===== config.mk =====
export PLATFORM = sky130hd
export DESIGN_NAME = fetch_pc_unit_flat
export DESIGN_NICKNAME = d
export VERILOG_FILES = /design/src/rtl/rv_pkg.sv /design/src/rtl/fetch_pc_unit_if.sv /design/src/rtl/pc_next_calc.sv /design/src/rtl/fetch_pc_unit.sv /design/src/flat_wrapper.sv
export SDC_FILE = /design/constraint.sdc
export NUM_CORES = 1
export LEC_CHECK = 0
export ABC_AREA = 1
export CAP_MARGIN = 20
export CORE_UTILIZATION = 60
export CTS_CLUSTER_DIAMETER = 40
export DETAILED_ROUTE_END_ITERATION = 6
export DONT_BUFFER_PORTS = 1
export GPL_ROUTABILITY_DRIVEN = 0
export GPL_TIMING_DRIVEN = 0
export HOLD_SLACK_MARGIN = 0.08
export PLACE_DENSITY = 0.78
export SKIP_LAST_GASP = 1
export SLEW_MARGIN = 10
export SYNTH_ARGS = -nofsm -noshare
export SYNTH_HDL_FRONTEND = slang
export SYNTH_SLANG_ARGS = --single-unit

===== constraint.sdc =====
create_clock -name clock -period 10.8 [get_ports clock]
set_input_delay 3.24 -clock clock [delete_from_list [all_inputs] [get_ports clock]]
set_output_delay 3.24 -clock clock [all_outputs]
set_load 0.01 [all_outputs]

===== src/rtl/rv_pkg.sv =====
// Shared types and constants for the front-end fetch datapath.
package rv_pkg;

  localparam int unsigned      XLEN      = 32;
  localparam logic [XLEN-1:0]  PC_STEP   = 32'd4;
  localparam logic [XLEN-1:0]  NOP_INSTR = 32'h0000_0013;

  typedef enum logic [1:0] {
    FETCH = 2'd0,
    HOLD  = 2'd1,
    HALT  = 2'd2
  } state_e;

endpackage


===== src/rtl/fetch_pc_unit_if.sv =====
// Instruction-memory and decode handshake bundle of the fetch stage.
interface fetch_pc_unit_if import rv_pkg::*; #(
  parameter int unsigned ADDR_W = 6
);

  logic              imem_req;
  logic [ADDR_W-1:0] imem_addr;
  logic              imem_ready;
  logic [XLEN-1:0]   imem_rdata;
  logic              instr_valid;
  logic              instr_ready;
  logic [XLEN-1:0]   instr;
  logic [XLEN-1:0]   pc_out;

  modport master (
    output imem_req, imem_addr, instr_valid, instr, pc_out,
    input  imem_ready, imem_rdata, instr_ready
  );

  modport slave (
    input  imem_req, imem_addr, instr_valid, instr, pc_out,
    output imem_ready, imem_rdata, instr_ready
  );

endinterface


===== src/rtl/pc_next_calc.sv =====
// Successor PC of the presented instruction: sequential step or word-offset redirect.
module pc_next_calc import rv_pkg::*; (
  input  logic [XLEN-1:0] base_pc,
  input  logic            branch_taken,
  input  logic [XLEN-1:0] branch_offset,
  output logic [XLEN-1:0] next_pc_c
);

  // Offset is in words; both adds wrap modulo 2^32.
  always_comb begin
    next_pc_c = base_pc + PC_STEP;
    if (branch_taken) begin
      next_pc_c = base_pc + (branch_offset << 2);
    end
  end

endmodule


===== src/rtl/fetch_pc_unit.sv =====
// PC register and single-outstanding instruction fetch, presenting one word at a time to decode.
module fetch_pc_unit import rv_pkg::*; #(
  parameter logic [XLEN-1:0] RESET_PC   = 32'h0000_0000,
  parameter int unsigned     IMEM_WORDS = 64,
  parameter int unsigned     ADDR_W     = 6
) (
  input  logic              clock,
  input  logic              reset,
  input  logic              stall,
  input  logic              branch_taken,
  input  logic [XLEN-1:0]   branch_offset,
  fetch_pc_unit_if.master   bus,
  output logic              fault
);

  localparam int unsigned        IDX_W     = XLEN - 2;
  localparam logic [IDX_W-1:0]   IDX_LIMIT = IDX_W'(IMEM_WORDS);

  state_e            state_q, state_d;
  logic [XLEN-1:0]   pc_q, pc_d;
  logic              imem_req_q, imem_req_d;
  logic [ADDR_W-1:0] imem_addr_q, imem_addr_d;
  logic              instr_valid_q, instr_valid_d;
  logic [XLEN-1:0]   instr_q, instr_d;
  logic [XLEN-1:0]   pc_out_q, pc_out_d;
  logic              fault_q, fault_d;

  logic [XLEN-1:0]   next_pc;
  logic [IDX_W-1:0]  launch_idx;
  logic              launch;

  pc_next_calc u_pc_next_calc (
    .base_pc       (pc_out_q),
    .branch_taken  (branch_taken),
    .branch_offset (branch_offset),
    .next_pc_c     (next_pc)
  );

  always_comb begin
    state_d       = state_q;
    pc_d          = pc_q;
    imem_req_d    = imem_req_q;
    imem_addr_d   = imem_addr_q;
    instr_valid_d = instr_valid_q;
    instr_d       = instr_q;
    pc_out_d      = pc_out_q;
    fault_d       = fault_q;
    launch        = 1'b0;
    launch_idx    = (state_q == HOLD) ? next_pc[XLEN-1:2] : pc_q[XLEN-1:2];

    unique case (state_q)
      FETCH: begin
        // No request outstanding only in the first cycle out of reset.
        if (!imem_req_q) begin
          launch = 1'b1;
        end else if (bus.imem_ready) begin
          instr_d       = bus.imem_rdata;
          pc_out_d      = pc_q;
          instr_valid_d = 1'b1;
          imem_req_d    = 1'b0;
          state_d       = HOLD;
        end
      end
      HOLD: begin
        if (bus.instr_ready && !stall) begin
          pc_d          = next_pc;
          instr_valid_d = 1'b0;
          launch        = 1'b1;
        end
      end
      HALT: begin
        imem_req_d    = 1'b0;
        instr_valid_d = 1'b0;
        fault_d       = 1'b1;
      end
      default: begin
        imem_req_d = 1'b0;
        state_d    = FETCH;
      end
    endcase

    // Range check happens at the point a fetch would be issued.
    if (launch) begin
      if (launch_idx >= IDX_LIMIT) begin
        state_d    = HALT;
        fault_d    = 1'b1;
        imem_req_d = 1'b0;
      end else begin
        state_d     = FETCH;
        imem_req_d  = 1'b1;
        imem_addr_d = launch_idx[ADDR_W-1:0];
      end
    end
  end

  always_ff @(posedge clock) begin
    if (reset) begin
      state_q       <= FETCH;
      pc_q          <= RESET_PC;
      imem_req_q    <= 1'b0;
      imem_addr_q   <= '0;
      instr_valid_q <= 1'b0;
      instr_q       <= NOP_INSTR;
      pc_out_q      <= '0;
      fault_q       <= 1'b0;
    end else begin
      state_q       <= state_d;
      pc_q          <= pc_d;
      imem_req_q    <= imem_req_d;
      imem_addr_q   <= imem_addr_d;
      instr_valid_q <= instr_valid_d;
      instr_q       <= instr_d;
      pc_out_q      <= pc_out_d;
      fault_q       <= fault_d;
    end
  end

  assign bus.imem_req    = imem_req_q;
  assign bus.imem_addr   = imem_addr_q;
  assign bus.instr_valid = instr_valid_q;
  assign bus.instr       = instr_q;
  assign bus.pc_out      = pc_out_q;
  assign fault           = fault_q;

endmodule

===== src/flat_wrapper.sv =====
// flat-port wrapper written by rule: the top's interface ports become plain ports
module fetch_pc_unit_flat import rv_pkg::*;
#(
  parameter logic [XLEN-1:0] RESET_PC   = 32'h0000_0000,
  parameter int unsigned     IMEM_WORDS = 64,
  parameter int unsigned     ADDR_W     = 6
)
  (clock, reset, stall, branch_taken, branch_offset, fault, bus_imem_req, bus_imem_addr, bus_instr_valid, bus_instr, bus_pc_out, bus_imem_ready, bus_imem_rdata, bus_instr_ready);
  fetch_pc_unit_if #(.ADDR_W(ADDR_W)) bus_i ();
  input  logic clock;
  input  logic reset;
  input  logic stall;
  input  logic branch_taken;
  input  logic [XLEN-1:0] branch_offset;
  output logic fault;
  output wire logic [$bits(bus_i.imem_req)-1:0] bus_imem_req;
  output wire logic [$bits(bus_i.imem_addr)-1:0] bus_imem_addr;
  output wire logic [$bits(bus_i.instr_valid)-1:0] bus_instr_valid;
  output wire logic [$bits(bus_i.instr)-1:0] bus_instr;
  output wire logic [$bits(bus_i.pc_out)-1:0] bus_pc_out;
  input wire logic [$bits(bus_i.imem_ready)-1:0] bus_imem_ready;
  input wire logic [$bits(bus_i.imem_rdata)-1:0] bus_imem_rdata;
  input wire logic [$bits(bus_i.instr_ready)-1:0] bus_instr_ready;
  assign bus_imem_req = bus_i.imem_req;
  assign bus_imem_addr = bus_i.imem_addr;
  assign bus_instr_valid = bus_i.instr_valid;
  assign bus_instr = bus_i.instr;
  assign bus_pc_out = bus_i.pc_out;
  assign bus_i.imem_ready = bus_imem_ready;
  assign bus_i.imem_rdata = bus_imem_rdata;
  assign bus_i.instr_ready = bus_instr_ready;
  fetch_pc_unit #(.RESET_PC(RESET_PC), .IMEM_WORDS(IMEM_WORDS), .ADDR_W(ADDR_W)) u_core (.clock(clock), .reset(reset), .stall(stall), .branch_taken(branch_taken), .branch_offset(branch_offset), .bus(bus_i), .fault(fault));
endmodule

==> impl_metrics.ini <==
[timing]
layout_worst_path_cycle_share_pct = 56.9
timing.final.hold_violations = 0
max_slew_margin_pct = 58.8
finalHoldWorstSlack_ps = 483
worst_clock_skew_ps = 21.5
setup_repair_after_global_routing_missed_its_margin = false
worst-slew-pin-transition_ps = 618
final_period_minus_worst_setup_slack_ps = 6150
fin_tns_setup_ps = 0
maxClockFrequency_mhz = 163
setup-violations-final = 0
final_max_slew_viol_count = 0

[yosys]
total_of_flip_flops_plus_latches_after_synthesis = 107
synth-warning-count = 0
syn-num-nets = 1171
post-synth-top-area-fraction_pct = 32.5
synth_area_leaders = sky130_fd_sc_hd__dfxtp_1 32%, sky130_fd_sc_hd__nand2_1 16%, sky130_fd_sc_hd__inv_1 10%
synth_cell_area_um2 = 6590
synth_cell_types = 36
syn-mean-instance-area_um2 = 6.18
yosysTopAreaCell = sky130_fd_sc_hd__dfxtp_1
postSynthCellCount = 1067
ys_seq_area_share_pct = 32.5

[placed_design]
placed_wire_length_estimate_um = 13800
buffer_ports.inserted = 0

[die]
start_util_pct = 62.7
die_footprint_um2 = 11400
die_h_um = 107
placementRows = 37
design.core.area_um2 = 10500
die_width_um = 107
floorplan.io_pins = 143

[power]
ir_drop_worst_vdd_mv = 0.127
power.density_nw_per_um2 = 182
p_leak_nw = 4.01

[global_routing]
first_global_vias = 5729
grt_overflow = 0
antenna_found_initial = 0
grt_util_all_layers_pct = 31.2
grt_first_pass_wirelength_um = 27900
largest_net_degree_at_the_start_of_global_routing = 25

[clocking]
clock_sink_count = 107
cts_setup_buffers = 0
clock_transition_at_the_registers_of_the_reported_paths_ps = 130
cts-buffers-inserted = 9
tritoncts = built
cts_htree_levels = 3
cts_repair_resize_count = 0
worst_skew_pair.late_latency_ps = 390
cts_hold_buffers = 0
ctsRootBufferMaster = sky130_fd_sc_hd__clkbuf_8
clockBufferDepth = 2

[setup_path]
cp-start-kind = input port
crit_path_end_kind = register
rrSetupSlack_ps = 7860
slowest_stage = sky130_fd_sc_hd__buf_1
crit_type = input port to register
worst_ep_required_time_ps = 11130
kind_of_cell_adding_the_most_delay_to_the_critical_path = simple AND/OR/NAND/NOR gates
crit_arrival_ps = 6480
worst_path_largest_cell_delay_ps = 420
cp_cell_sequence = clkbuf_1 -> buf_1 -> nand2_1 -> inv_1 -> ha_1 -> a21oi_1 -> nand2_1 -> nand3_1 -> nand3b_1 -> nand2_1 -> nand2_1 -> nand2_1 -> nand2_1 -> nor2_1 -> nand2_1 -> nor2_1 -> nand2_2 -> nand2_4 -> nand3_4 -> nand2_1 -> inv_1 -> nor2_1
critical-path-top-cell-by-count = sky130_fd_sc_hd__nand2_1
timing.critical_path.buf_inv = 4
critPathMaxFanout = 10

[worst_hold_path]
min-delay-path-class = register to register

[detailed_routing]
post_drt_via_cell_ratio = 5.23
drt_iter0_drc = 533
drcViolationCount = 0
num_vias = 6385
wirelength_um = 17700
drt-wirelength-per-cell_um = 14.5
antenna_violating_nets_post_route = 0
drt-pass1-iter-count = 5

[final_layout]
diodes_inserted = 0
areaGrowthSynthToFinish_pct = 6.15
final_nets = 1183
layout-drive-gt1-share_pct = 3.60

[flow_run]
drv.max_cap_violation_count = 0

[run_status]
outcome = completed
==> registers in the layout (all words and copies together) (netlist names) <==
register	flops
u_core.bus.instr	32
u_core.bus.pc_out	32
u_core.pc_q	32
u_core.bus.imem_addr	6
u_core.state_q	2
u_core.bus.imem_req	1
u_core.bus.instr_valid	1
u_core.fault	1
==> through the flow <==
step                power, mW  instance area, um2  setup slack [ps]  cells  util [%]
detailed placement       1.01                6760              4270   1203      64.3
global placement        0.998                6760              4390   1203      64.3
CTS                      1.27                6990              4670   1219      66.5
floorplan               0.890                6590              5170   1067         -
global route             1.37                7000              4310   1220      66.6
finish                   1.28                7000              4650   1220      66.6
==> worst reg2reg max path: cells and delay by family (launching register included) <==
family | cells | cell delay [ps]
buf+inv | 1 | 40
flops | 1 | 390
simple gates | 16 | 1740
fa+ha+maj | 2 | 730
==> cell type report <==
cell class                      instances  area (um2)
Multi-Input combinational cell        738        3610
Fill cell                             993        3510
Sequential cell                       107        2140
Inverter                              185         694
Tap cell                              136         170
Buffer                                 37         148
Clock buffer                            9         124
Clock inverter                          7         106
Timing Repair Buffer                    1        5.00
==> cells by family after synthesis <==
family / after synthesis / synth area share [%]
AOI/OAI and AO/OA: 163 / 13.6
xor gates and xnor gates: 14 / 1.97
adders and majority gates: 34 / 6.57
buffers and inverters: 222 / 12.8
DFF: 107 / 32.5
and+or+nand+nor: 527 / 32.6
==> power by group <==
part,switching (mW),internal (mW),total (mW)
combinational,0.308,0.163,0.471
sequential,0.0743,0.460,0.534
clock,0.174,0.0977,0.272
total,0.556,0.721,1.28
==> cell usage after synthesis (all sizes together) <==
master     n
a2111oi    1
a21boi     1
a21oi     42
and2       1
buf        4
clkbuf    33
clkinv     1
dfxtp    107
fa         1
ha        33
inv      184
nand2    296
nand3     39
nand3b     2
nand4     13
nor2     166
nor3       5
nor4       3
o211ai    14
o21a       2
o21ai     91
o21bai    11
o31ai      1
or2        2
xnor2      8
xor2       6
==> final timing paths <==
| check | from | end | cells past startpoint |
|---|---|---|---|
| max | branch_taken | u_core.bus.imem_addr[5]$_SDFFE_PP0P_ | 22 |
| min | u_core.pc_q[6]$_SDFFE_PP0P_ | u_core.bus.pc_out[6]$_SDFFE_PP0P_ | 2 |
| max reg2reg | u_core.bus.pc_out[2]$_SDFFE_PP0P_ | u_core.bus.imem_addr[5]$_SDFFE_PP0P_ | 19 |
| min reg2reg | u_core.pc_q[6]$_SDFFE_PP0P_ | u_core.bus.pc_out[6]$_SDFFE_PP0P_ | 2 |
==> routing by layer <==
metal  up-vias  track usage [%]  part of all wire, %
li1       3327                -                    -
met1      2800             41.2                   45
met2       231             52.3                   45
met3        27             6.26                  7.5
met4         0             7.14                  1.8
met5         -                0                    0
==> cell usage in the layout (no fill, tap or decap), types with 2 or more instances in the layout <==
cell type	instances
sky130_fd_sc_hd__o21a_1	2
sky130_fd_sc_hd__o21bai_1	11
sky130_fd_sc_hd__nand2_1	288
sky130_fd_sc_hd__xnor2_1	7
sky130_fd_sc_hd__ha_1	33
sky130_fd_sc_hd__clkbuf_1	33
sky130_fd_sc_hd__nand4_1	13
sky130_fd_sc_hd__o21ai_0	90
sky130_fd_sc_hd__a21oi_1	42
sky130_fd_sc_hd__nor2_2	6
sky130_fd_sc_hd__nor4_1	3
sky130_fd_sc_hd__nor2_1	159
sky130_fd_sc_hd__xor2_1	6
sky130_fd_sc_hd__nand3b_1	2
sky130_fd_sc_hd__buf_2	2
sky130_fd_sc_hd__nand2_2	7
sky130_fd_sc_hd__inv_1	184
sky130_fd_sc_hd__nor3_1	5
sky130_fd_sc_hd__clkbuf_8	9
sky130_fd_sc_hd__o211ai_1	14
sky130_fd_sc_hd__clkinv_8	5
sky130_fd_sc_hd__buf_4	2
sky130_fd_sc_hd__nand3_1	38
sky130_fd_sc_hd__dfxtp_1	107
No activity file was read; power rests on OpenSTA's default activity.
